$ cat config.mk
export PLATFORM = sky130hd
export DESIGN_NAME = vedic3bit_mac
export DESIGN_NICKNAME = d
export VERILOG_FILES = /design/src/rtl/vedic_pkg.sv /design/src/rtl/vedic3bit.sv /design/src/rtl/vedic3bit_mac.sv
export SDC_FILE = /design/constraint.sdc
export NUM_CORES = 1
export LEC_CHECK = 0
export ABC_AREA = 1
export ABC_CLOCK_PERIOD_IN_PS = 6150
export CORE_MARGIN = 1
export CORE_UTILIZATION = 40
export CTS_CLUSTER_SIZE = 24
export DETAILED_ROUTE_END_ITERATION = 7
export GPL_TIMING_DRIVEN = 0
export PLACE_DENSITY = 0.65
export SLEW_MARGIN = 30
export SYNTH_ARGS = -nofsm -noshare
export SYNTH_HDL_FRONTEND = slang
export SYNTH_SLANG_ARGS = --single-unit
export TNS_END_PERCENT = 10
$ cat constraint.sdc
create_clock -name clk -period 6.15 [get_ports clk]
set_input_delay 1.5375 -clock clk [delete_from_list [all_inputs] [get_ports clk]]
set_output_delay 1.5375 -clock clk [all_outputs]
set_load 0.02 [all_outputs]
$ cat src/rtl/vedic_pkg.sv
// -----------------------------------------------------------------------------
// vedic_pkg
// Shared definitions for the 3-bit Vedic multiplier and the multiply-accumulate
// stage built on it.
//   OP_W      : operand width of the multiplier (3)
//   PROD_W    : product width of the multiplier (6)
//   ACC_W_DEF : default accumulator/result width
//   CNT_W_DEF : default term-counter width
//   mac_state_t : result-handshake states (ACCUM, HOLD)
// -----------------------------------------------------------------------------
package vedic_pkg;

  localparam int OP_W      = 3;
  localparam int PROD_W    = 6;
  localparam int ACC_W_DEF = 12;
  localparam int CNT_W_DEF = 8;

  typedef enum logic {
    ACCUM = 1'b0,
    HOLD  = 1'b1
  } mac_state_t;

endpackage

$ cat src/rtl/vedic3bit.sv
// -----------------------------------------------------------------------------
// vedic3bit
// Combinational 3x3 unsigned multiplier using the Urdhva Tiryagbhyam
// (vertically-and-crosswise) column scheme.
// Ports:
//   A   : input  [2:0] multiplicand
//   B   : input  [2:0] multiplier
//   mul : output [5:0] unsigned product A*B
// -----------------------------------------------------------------------------
module vedic3bit
  import vedic_pkg::*;
(
  input  logic [OP_W-1:0]   A,
  input  logic [OP_W-1:0]   B,
  output logic [PROD_W-1:0] mul
);

  // Each column sums its crosswise partial products plus the carry bits
  // handed up from the column below; bit 0 of each column sum is a product bit.
  logic [1:0] w_s1;
  logic [2:0] w_s2;
  logic [2:0] w_s3;
  logic [1:0] w_s4;

  assign w_s1 = {1'b0, A[1] & B[0]} + {1'b0, A[0] & B[1]};
  assign w_s2 = {2'b00, A[2] & B[0]} + {2'b00, A[1] & B[1]}
              + {2'b00, A[0] & B[2]} + {2'b00, w_s1[1]};
  assign w_s3 = {2'b00, A[2] & B[1]} + {2'b00, A[1] & B[2]}
              + {1'b0, w_s2[2:1]};
  assign w_s4 = {1'b0, A[2] & B[2]} + w_s3[2:1];

  assign mul = {w_s4, w_s3[0], w_s2[0], w_s1[0], A[0] & B[0]};

endmodule

$ cat src/rtl/vedic3bit_mac.sv
// -----------------------------------------------------------------------------
// vedic3bit_mac
// Multiply-accumulate stage behind the 3-bit Vedic multiplier. Operand pairs
// arrive on a valid/ready stream; each product is summed into an accumulator
// until the beat flagged in_last, then the dot product, term count and an
// overflow flag are held on a valid/ready result port.
// Ports:
//   clk, rst            : clock, synchronous active-high reset
//   in_valid/in_ready   : operand beat handshake
//   in_a, in_b          : 3-bit operands
//   in_last             : final beat of the current vector
//   out_valid/out_ready : result handshake
//   out_acc             : ACC_W-bit sum of the vector's products
//   out_cnt             : CNT_W-bit beat count (saturating)
//   out_ovf             : accumulator carried out during the vector
// Build option:
//   VEDIC_MAC_SAT_EN : when defined the accumulator saturates to 2^ACC_W-1 on
//                      carry instead of wrapping; handshake timing is unchanged.
// -----------------------------------------------------------------------------
module vedic3bit_mac
  import vedic_pkg::*;
#(
  parameter int ACC_W = ACC_W_DEF,
  parameter int CNT_W = CNT_W_DEF
) (
  input  logic             clk,
  input  logic             rst,
  input  logic             in_valid,
  output logic             in_ready,
  input  logic [OP_W-1:0]  in_a,
  input  logic [OP_W-1:0]  in_b,
  input  logic             in_last,
  output logic             out_valid,
  input  logic             out_ready,
  output logic [ACC_W-1:0] out_acc,
  output logic [CNT_W-1:0] out_cnt,
  output logic             out_ovf
);

  function automatic logic [CNT_W-1:0] cnt_inc(input logic [CNT_W-1:0] c);
    return (&c) ? c : c + CNT_W'(1);
  endfunction

  function automatic logic [ACC_W-1:0] acc_limit(input logic [ACC_W:0] s);
`ifdef VEDIC_MAC_SAT_EN
    return s[ACC_W] ? {ACC_W{1'b1}} : s[ACC_W-1:0];
`else
    return s[ACC_W-1:0];
`endif
  endfunction

  mac_state_t        r_state;
  mac_state_t        w_state_next;

  logic [PROD_W-1:0] w_prod;
  logic              w_accept;

  logic [PROD_W-1:0] r_prod_p1;
  logic              r_vld_p1;
  logic              r_last_p1;

  logic [ACC_W-1:0]  r_acc;
  logic [CNT_W-1:0]  r_cnt;
  logic              r_ovf;
  logic [ACC_W-1:0]  r_out_acc;
  logic [CNT_W-1:0]  r_out_cnt;
  logic              r_out_ovf;

  logic [ACC_W:0]    w_sum;
  logic              w_carry;
  logic [ACC_W-1:0]  w_acc_next;
  logic [CNT_W-1:0]  w_cnt_next;

  vedic3bit u_mul (
    .A   (in_a),
    .B   (in_b),
    .mul (w_prod)
  );

  assign w_accept   = in_valid && in_ready;
  assign w_sum      = {1'b0, r_acc} + {{(ACC_W + 1 - PROD_W){1'b0}}, r_prod_p1};
  assign w_carry    = w_sum[ACC_W];
  assign w_acc_next = acc_limit(w_sum);
  assign w_cnt_next = cnt_inc(r_cnt);

  // FSM: state register
  always_ff @(posedge clk) begin
    if (rst) r_state <= ACCUM;
    else     r_state <= w_state_next;
  end

  // FSM: next state
  always_comb begin
    w_state_next = r_state;
    case (r_state)
      ACCUM: if (r_vld_p1 && r_last_p1) w_state_next = HOLD;
      HOLD:  if (out_ready)             w_state_next = ACCUM;
      default:                          w_state_next = ACCUM;
    endcase
  end

  // FSM: outputs. Input stalls while a result is held and while the closing
  // product is still in the product stage, so a vector never overlaps its
  // own result.
  always_comb begin
    out_valid = (r_state == HOLD);
    in_ready  = (r_state != HOLD) && !(r_vld_p1 && r_last_p1);
  end

  // Stage 1 boundary: registered product of the accepted beat
  always_ff @(posedge clk) begin
    if (rst) begin
      r_prod_p1 <= '0;
      r_vld_p1  <= 1'b0;
      r_last_p1 <= 1'b0;
    end else begin
      r_vld_p1 <= w_accept;
      if (w_accept) begin
        r_prod_p1 <= w_prod;
        r_last_p1 <= in_last;
      end
    end
  end

  // Stage 2 boundary: running sum, and the held result on the closing product
  always_ff @(posedge clk) begin
    if (rst) begin
      r_acc     <= '0;
      r_cnt     <= '0;
      r_ovf     <= 1'b0;
      r_out_acc <= '0;
      r_out_cnt <= '0;
      r_out_ovf <= 1'b0;
    end else if (r_vld_p1) begin
      if (r_last_p1) begin
        r_out_acc <= w_acc_next;
        r_out_cnt <= w_cnt_next;
        r_out_ovf <= r_ovf | w_carry;
        r_acc     <= '0;
        r_cnt     <= '0;
        r_ovf     <= 1'b0;
      end else begin
        r_acc     <= w_acc_next;
        r_cnt     <= w_cnt_next;
        r_ovf     <= r_ovf | w_carry;
      end
    end
  end

  assign out_acc = r_out_acc;
  assign out_cnt = r_out_cnt;
  assign out_ovf = r_out_ovf;

endmodule

# --- Word level (Yosys, flattened, before mapping) ---
# Cells that the tools add are included.
word_totals:
  regBits: 51
  input_bits: 11
  wordCells: 43
  output_inout_bits: 23
op_classes:
  bitwise: 11
  n_reduce_logical: 6
  n_addsub: 9
  mux: 7
ops:
  columns: ["op", "n"]
  rows:
  - ["8-bit 2-to-1 mux", 2]
  - ["12-bit by 6-bit adder with 13-bit output", 1]
  - ["12-bit 2-to-1 mux", 1]
  - ["1-bit AND", 9]
  - ["8-bit by 1-bit adder with 8-bit output, second input constant", 1]
  - ["8-bit AND reduction", 1]
  - ["1-bit by 1-bit adder with 2-bit output", 3]
  - ["3-bit by 1-bit adder with 3-bit output", 2]
  - ["3-bit by 2-bit adder with 3-bit output", 1]
  - ["1-bit logical AND", 3]
  - ["1-bit 2-to-1 mux", 3]
  - ["1-bit by 2-bit adder with 2-bit output", 1]
  - ["1-bit one-hot mux with 2 select lines", 1]
  - ["2-bit AND reduction", 1]
  - ["1-bit zero test", 1]
  - ["1-bit inverter", 1]
  - ["1-bit bitwise OR", 1]

# --- Depth between registers and ports, before layout ---
# Gate-level depths: netlist of run 1.
logic_depth:
  word_depth: 6
  ltp_mapped: 11
  depth_no_buf: 11

# --- Hierarchy ---
# A second synthesis of run 1 with hierarchy kept.
unflattened:
  cells_unflattened: 348
  area_unflattened_um2: 2546.2
modules_own_cells:
  columns: ["module", "cells_each", "seq_area_each_um2", "instances", "area_each_um2"]
  rows:
  - ["vedic3bit_mac", 323, 1021.0, 1, 2377.3]
  - ["vedic3bit", 25, 0.0, 1, 168.9]

# --- Worst setup path after synthesis of run 1 ---
# Ideal clock, no wire load.
synth_timing:
  path_type: "input port to flip-flop"
  from: "input port in_a[1]"
  to: "register r_prod_p1[5]"
  t_arrival_ns: 3.602
  cell_stages: 10
  path_buffers: 0
  t_required_ns: 6.031
  setup_ns: 0.119
  slack_ns: 2.429
  cell_sequence: "nand2_1 -> inv_1 -> ha_1 -> fa_1 -> ha_1 -> ha_1 -> fa_1 -> ha_1 -> xnor2_1 -> a21oi_1"
synth_via:
  elab_chain_cells: 6
  elab_cells_between_ends: 10
  cone_classes: "7 x add/sub; 3 x bitwise"
synth_lines:
  columns: ["element", "line_no", "rtl"]
  rows:
  - ["start: declaration", "vedic3bit_mac.sv:30", "input logic [OP_W-1:0] in_a,"]
  - ["1-bit AND", "vedic3bit.sv:26", "assign w_s2 = {2'b00, A[2] & B[0]} + {2'b00, A[1] & B[1]}"]
  - ["1-bit by 1-bit adder with 2-bit output", "vedic3bit.sv:26", null]
  - ["3-bit by 1-bit adder with 3-bit output (2 in a row)", "vedic3bit.sv:27", "+ {2'b00, A[0] & B[2]} + {2'b00, w_s1[1]};"]
  - ["3-bit by 2-bit adder with 3-bit output *", "vedic3bit.sv:29", "+ {1'b0, w_s2[2:1]};"]
  - ["1-bit by 2-bit adder with 2-bit output *", "vedic3bit.sv:30", "assign w_s4 = {1'b0, A[2] & B[2]} + w_s3[2:1];"]
  - ["end signal: assignment", "vedic3bit_mac.sv:119", "r_prod_p1 <= w_prod;"]
  - ["end: declaration", "vedic3bit_mac.sv:58", "logic [PROD_W-1:0] r_prod_p1;"]
# Mark *: on every way between the ends. The rest lies on a longest branch, timed or not.
# A chain may end at the register's enable or synchronous reset.

# --- Final worst setup path of run 1 ---
# Ends and elaborated chain as after synthesis.

==> results.md, run 1 <==
* Status: completed
* Final WS setup at 2.203 ns
* Area growth syn-to-layout at 19.76%
* Hold_ws at 0.4527 ns
* Postcts setup bufs at 0
* Initial Util at 0.4249
* Post-layout instance area at between 0.003 and 0.004 mm^2
* Worst Hold Endpoint: out_cnt[0]
* Placed cell areas at 0.003014 mm^2
* Area share of the largest cell type after synthesis at 0.3942
* VDD IR-drop max at about 0.000084 V
* All-Layer GR Usage at 0.1847
* Critical-path cell list: clkdlybuf4s50_1, nand2_1, inv_1, ha_1, fa_1, ha_1, ha_1, fa_1, ha_1, xnor2_1, a21oi_1
* Register area share after synthesis at 0.3942
* Non-Filler Instances at about 470
* Hold path depth at 2
* Htree depth at 2
* Delay-heaviest family, CP: adder cells
* RSZ-0062 raised after global routing: false
* Cell at the slowest stage of the critical path: clkdlybuf4s50_1
* Root Buffer: clkbuf_8
* Skew final at between 0.01 and 0.015 ns
* Post-Syn Instances at approximately 350
* Via count at 2327
* CTS buffer count at 5
* Crit-path most repeated cell: ha_1
* ANT cells at 0
* Post-synth top cells: nand2_1, dfxtp_1, inv_1
* YS warnings at 0
* Layout cells sized above 1 at 0.06599
* Mean Syn Cell Area at 7.316 um^2
* Min cycle time layout at between 3 and 4 ns
* Tcrit/Tclk final at 0.6418
* Largest stage delay, worst path at 0.44 ns
* GR Overflow Total at 0
* DR iter-0 viols at 76
* Synth async-reset ratio at 0
* Synth Flop Type: dfxtp_1
* Fillers at 632
* CP Max Fanout at 3
* MaxCap Viol Count at 0
* Pwr Density at roughly 190 mW/mm^2
* Hold Crit Class: reg2reg
* Final setup TNS at 0 ns
* DIE AREA at ~0.0068 mm^2
* TritonRoute pass-1 iters at 4
* Die Height at a little over 80 um
* Vias in the first global route at 2170
* Cell Rows at 28
* Clock-pin transition on the worst setup and hold timing paths at around 0.1 ns
* IO buf count at 33
* Longest Clk Path Bufs at 2
* Crit path DAT at roughly 4.2 ns
* Antenna violations before repair at 0
* Final GP Congestion at between 0.8 and 0.9
* WS Path Type: in2reg
* Num ports at 34
* Routed WL at 5720 um
* Core ar. at 0.006096 mm^2
* Final setup violating endpoints at 0
* HPWL Detailed at about 4500 um
* Max_slew headroom at 0.6467
* First-pass GRT wire length at 9473 um
* Endpoint class of the critical path: flop
* Cell area after synthesis at 0.002590 mm^2
* Syn_nets at about 380
* Hold_buf cts at 0
* # nets final at approximately 420
* FF-to-FF End: r_ovf
* Required time of the critical path at roughly 6.4 ns
* Worst skew pair latency at approximately 0.31 ns
* Distinct cells, synth at 32
* Pre-CTS setup slack at approximately 1.8 ns
* Worst reg2reg path depth at 11
* Post-route ant nets at 0
* Routed vias/inst at between 4 and 5
* Number of synthesized flops with an enable pin at 0
* FF-to-FF setup slack at 4.23 ns
* Residual DRC at 0
* Core Util, Final at 0.5088
* Launching element type of the critical path: primary input
* Tightest Pin Transition at 0.5300 ns
* Critical path buffer and inverter count at 2
* PostCTS Resize Cnt at 0
* Placed cell count at 462
* Final Hold Vio Count at 0
* Flops & latches, synth at 51
* Ranking of synthesized cells by area: dfxtp_1, nand2_1, ha_1
* Yosys top cell by area: dfxtp_1
* Clk sink count at between 50 and 60
* Largest net degree at the start of global routing at 15
* RR Startpoint: r_prod_p1[0]
* Post-DR wirelength/cell at 12.20 um
* HP Start: out_cnt[0]
* Most frequent cell after synthesis: nand2_1
* Total power at 0.5997 mW
* Final Max Tran Viols at 0
* Die span in x at between 80 and 90 um
* CTS tree: yes
* Static leakage at approximately 1.4 nW
* Maximum clock rate at 253.4 MHz
## cell type report
| class | instances | area, um^2 | share of cell area |
|---|---|---|---|
| clock inverter | 1 | 5.005 | 0.001614 |
| inverter | 38 | 142.6 | 0.04599 |
| multi-input combinational | 256 | 1386 | 0.4470 |
| sequential | 51 | 1021 | 0.3292 |
| buffer | 9 | 40.04 | 0.01291 |
| tap | 75 | 93.84 | 0.03025 |
| clock buffer | 6 | 82.58 | 0.02662 |
| timing repair buffer | 33 | 330.3 | 0.1065 |
## cells by family (layout without fill, tap and decap cells)
logic type,Yosys count,after routing,synth area share
compound gates,49,49,0.1135
xor+xnor,6,6,0.02029
fa+ha+maj,16,16,0.08599
buf+inv,47,87,0.07053
flops,51,51,0.3942
simple gates,185,185,0.3155
## worst min-delay path, cell delays in order (launching register included)
cell,delay (ns)
dfxtp_1,0.32
nand2_1,0.06
nand2_1,0.04
## layout by cell type, fill, tap and decap left out, types with 3 or more instances in the layout
cell             synthesis  layout
ha_1                    13      13
o21ai_1                  3       3
clkdlybuf4s50_1          0      33
nand2_1                123     123
xnor2_1                  4       4
inv_2                    4       4
clkbuf_1                 3       3
dfxtp_1                 51      51
buf_2                    5       5
nor2_4                   3       3
nor2_1                  15      15
o21ai_0                  5       5
a22o_1                   8       8
a21oi_1                 27      27
nand3_1                 29      29
or2_1                    5       5
inv_1                   33      33
fa_1                     3       3
clkbuf_8                 0       6
## where the power goes
part / internal [mW] / leakage, nW / switching, mW / total [mW]
Clock: 0.0885 / 0.0470 / 0.107 / 0.195
Combinational: 0.0249 / 0.934 / 0.0381 / 0.0630
Sequential: 0.336 / 0.413 / 0.00497 / 0.341
Total: 0.450 / 1.39 / 0.150 / 0.600
## flip-flops by register name, indices dropped and copies added (netlist names)
name / cells
r_vld_p1: 1
r_prod_p1: 6
out_cnt: 8
out_acc: 12
r_cnt: 8
r_ovf: 1
out_valid: 1
out_ovf: 1
r_last_p1: 1
r_acc: 12
## per-layer routing
layer	track usage	routed length [um]	up-vias
met5	0	0	-
met2	0.3331	2810	47
met3	0.03077	224	15
met4	0.07544	128	0
met1	0.2151	2557	1044
li1	-	-	1221
## how the worst max path moves through the flow
stage / from / to / cells past startpoint
final: in_a[1] / r_prod_p1[5] / 11
after floorplan: in_a[1] / r_prod_p1[5] / 10
after detailed placement: in_a[1] / r_prod_p1[5] / 11
after CTS: in_a[1] / r_prod_p1[5] / 11
after global routing: in_a[1] / r_prod_p1[5] / 11
after global placement: in_a[1] / r_prod_p1[4] / 11
(Power assumes the default switching activity.)
==> inputs of run 2 (changes only) <==
Settings changed: ABC_CLOCK_PERIOD_IN_PS 6150 to 3950.
Clock period 6.15 ns to 3.95 ns, I/O delays scaled along.
==> results of run 2 <==
The final DEF is identical to that of run 1. Status: completed.
Among the figures that moved: setup slack after placement 1.843 ns -> 0.1933 ns; setup slack after layout 2.203 ns -> 0.5532 ns; register-to-register setup slack 4.23 ns -> 2.03 ns; total power 0.5997 mW -> 0.9336 mW; worst IR drop on VDD 0.00008355 V -> 0.0001301 V
==> inputs of run 3 (changes only) <==
Settings changed: ABC_CLOCK_PERIOD_IN_PS 3950 to default, MAX_ROUTING_LAYER from default to met4.
==> results.md, run 3 (synthesis results as in run 1) <==
* Required time of the critical path at 4.12 ns (was 4.16 ns)
* All-Layer GR Usage at 0.1929 (was 0.1847)
* Hold Crit Class: reg2reg (unchanged)
* Sw Ratio at 0.2419 (was 0.2498)
* Worst setup startpoint: in_a[1] (unchanged)
* Final setup violating endpoints at 0 (unchanged)
* Worst reg2reg path depth at 11 (unchanged)
* Clock-pin transition on the worst setup and hold timing paths at 0.09 ns (was 0.10 ns)
* First-pass GRT wire length at 9501 um (was 9473 um)
* IO buf count at 33 (unchanged)
* Tightest Pin Transition at 0.5416 ns (was 0.5300 ns)
* Via count at 2330 (was 2327)
* CTS buffer count at 5 (unchanged)
* TritonRoute pass-1 iters at 4 (unchanged)
* Area growth syn-to-layout at 20.24% (was 19.76%)
* CP Max Fanout at 3 (unchanged)
* Internal Power at 0.7226 mW (was 0.7004 mW)
* WS Path Type: in2reg (unchanged)
* Sequential Power Share at 0.558 (was 0.569)
* Commonest non-fill, non-tap cell in the layout: nand2_1 (unchanged)
* Worst Setup EP: r_prod_p1[4] (was r_prod_p1[5])
* VDD IR-drop max at 0.0001597 V (was 0.0001301 V)
* Tcrit/Tclk final at 0.8658 (was 0.8600)
* Static leakage at 1.398 nW (was 1.394 nW)
* Maximum clock rate at 292.4 MHz (was 294.4 MHz)
* Worst skew pair latency at 0.30 ns (was 0.31 ns)
* Die Height at 82.47 um (unchanged)
* Pwr Density at 306.0 mW/mm^2 (was 301.0 mW/mm^2)
* DR iter-0 viols at 96 (was 76)
* Core ar. at 0.006096 mm^2 (unchanged)
* Root Buffer: clkbuf_8 (unchanged)
* Multi-input gate area at 0.001386 mm^2 (unchanged)
* PostCTS Resize Cnt at 0 (unchanged)
* Vias in the first global route at 2175 (was 2170)
* # nets final at 421 (unchanged)
* Hold_buf cts at 0 (unchanged)
* Cell Rows at 28 (unchanged)
* Sw Pwr at 0.2305 mW (was 0.2332 mW)
* Final GP Congestion at 0.8716 (was 0.8591)
* HPWL Detailed at 4436 um (was 4462 um)
* FF-to-FF setup slack at 2.05 ns (was 2.03 ns)
* Final Hold Vio Count at 0 (unchanged)
* Longest Clk Path Bufs at 2 (unchanged)
* MaxCap Viol Count at 0 (unchanged)
* Postcts setup bufs at 0 (unchanged)
* Sequential cell area at 0.001021 mm^2 (unchanged)
* Launching element type of the critical path: primary input (unchanged)
* Routed vias/inst at 4.957 (was 4.962)
* Final Max Tran Viols at 0 (unchanged)
* RR Startpoint: r_prod_p1[0] (unchanged)
* DIE AREA at 0.006800 mm^2 (unchanged)
* FF-to-FF End: r_ovf (unchanged)
* Routed WL at 5690 um (was 5720 um)
* Most frequent cells in the layout: nand2_1, dfxtp_1, inv_1, clkdlybuf4s50_1, nand3_1 (unchanged)
* Skew final at 0.002781 ns (was 0.01246 ns)
* Clock Power Share at 0.340 (was 0.326)
* RSZ-0062 raised after global routing: false (unchanged)
* ANT cells at 0 (unchanged)
* Layout cells sized above 1 at 0.06582 (was 0.06599)
* Die span in x at 82.47 um (unchanged)
* Initial Util at 0.4249 (unchanged)
* GR Overflow Total at 0 (unchanged)
* Largest net degree at the start of global routing at 15 (unchanged)
* Num ports at 34 (unchanged)
* Status: completed (unchanged)
* Comb power frac at 0.102 (was 0.105)
* Final setup TNS at 0 ns (unchanged)
* Total power at 0.9531 mW (was 0.9336 mW)
* Fillers at 623 (was 632)
* Antenna violations before repair at 0 (unchanged)
* Max_slew headroom at 0.6390 (was 0.6467)
* Min cycle time layout at 3.420 ns (was 3.397 ns)
* Htree depth at 2 (unchanged)
* Endpoint class of the critical path: flop (unchanged)
* Post-DR wirelength/cell at 12.11 um (was 12.20 um)
* Residual DRC at 0 (unchanged)
* Clk sink count at 51 (unchanged)
* Crit path DAT at 3.59 ns (was 3.60 ns)
* CTS tree: yes (unchanged)
* Post-route ant nets at 0 (unchanged)
==> run 3: how the worst min path moves through the flow <==
stage,from,to,slack (ns),depth (start not counted)
global placement,out_acc[10],out_acc[10],0.44,2
finish,out_cnt[0],out_cnt[0],0.45,2
CTS,out_acc[9],out_acc[9],0.46,2
floorplan,r_acc[0],r_acc[0],0.45,2
detailed placement,out_acc[9],out_acc[9],0.44,2
global route,out_acc[9],out_acc[9],0.47,2
==> run 3: critical path, cell delays in order <==
cell,delay (ns)
clkdlybuf4s50_1,0.44
nand2_1,0.08
inv_1,0.04
ha_1,0.31
fa_1,0.40
ha_1,0.28
ha_1,0.21
fa_1,0.43
ha_1,0.28
nand2_1,0.07
a21oi_1,0.06
==> run 3: power by group through the flow <==
stage	Combinational [mW]	Clock (mW)	Sequential [mW]
finish	0.0972	0.324	0.532
global route	0.112	0.352	0.533
CTS	0.0991	0.334	0.532
detailed placement	0.0987	0	0.543
global placement	0.0972	0	0.543
floorplan	0.0626	0	0.543
==> run 3: final cells by class <==
cell class,count,area share
buffer,9,0.01286
clock buffer,8,0.03214
inverter,38,0.04580
multi-input combinational,256,0.4452
sequential,51,0.3278
tap,75,0.03013
timing repair buffer,33,0.1061
==> run 3: metrics by stage <==
| stage | setup slack, ns | cell area, um^2 | hold slack (ns) | instances | util |
|---|---|---|---|---|---|
| after floorplan | 0.7790 | 2590 | 0.4491 | 354 | - |
| after detailed placement | 0.1939 | 3014 | 0.4389 | 462 | 0.4945 |
| after CTS | 0.5200 | 3114 | 0.4577 | 470 | 0.5109 |
| after global routing | 0.3819 | 3114 | 0.4695 | 470 | 0.5109 |
| after global placement | 0.2225 | 3014 | 0.4384 | 462 | 0.4945 |
| final | 0.5302 | 3114 | 0.4536 | 470 | 0.5109 |
==> run 3: routing by layer <==
metal  wire length [um]  global-route usage  vias to the layer above  share of wire
li1                   -                   -                     1220              -
met2               2804              0.3455                       30           0.49
met5                  0                   -                        -              0
met3                125             0.03516                        9          0.022
met4                 94             0.07368                        0          0.017
met1               2665              0.2110                     1071           0.47
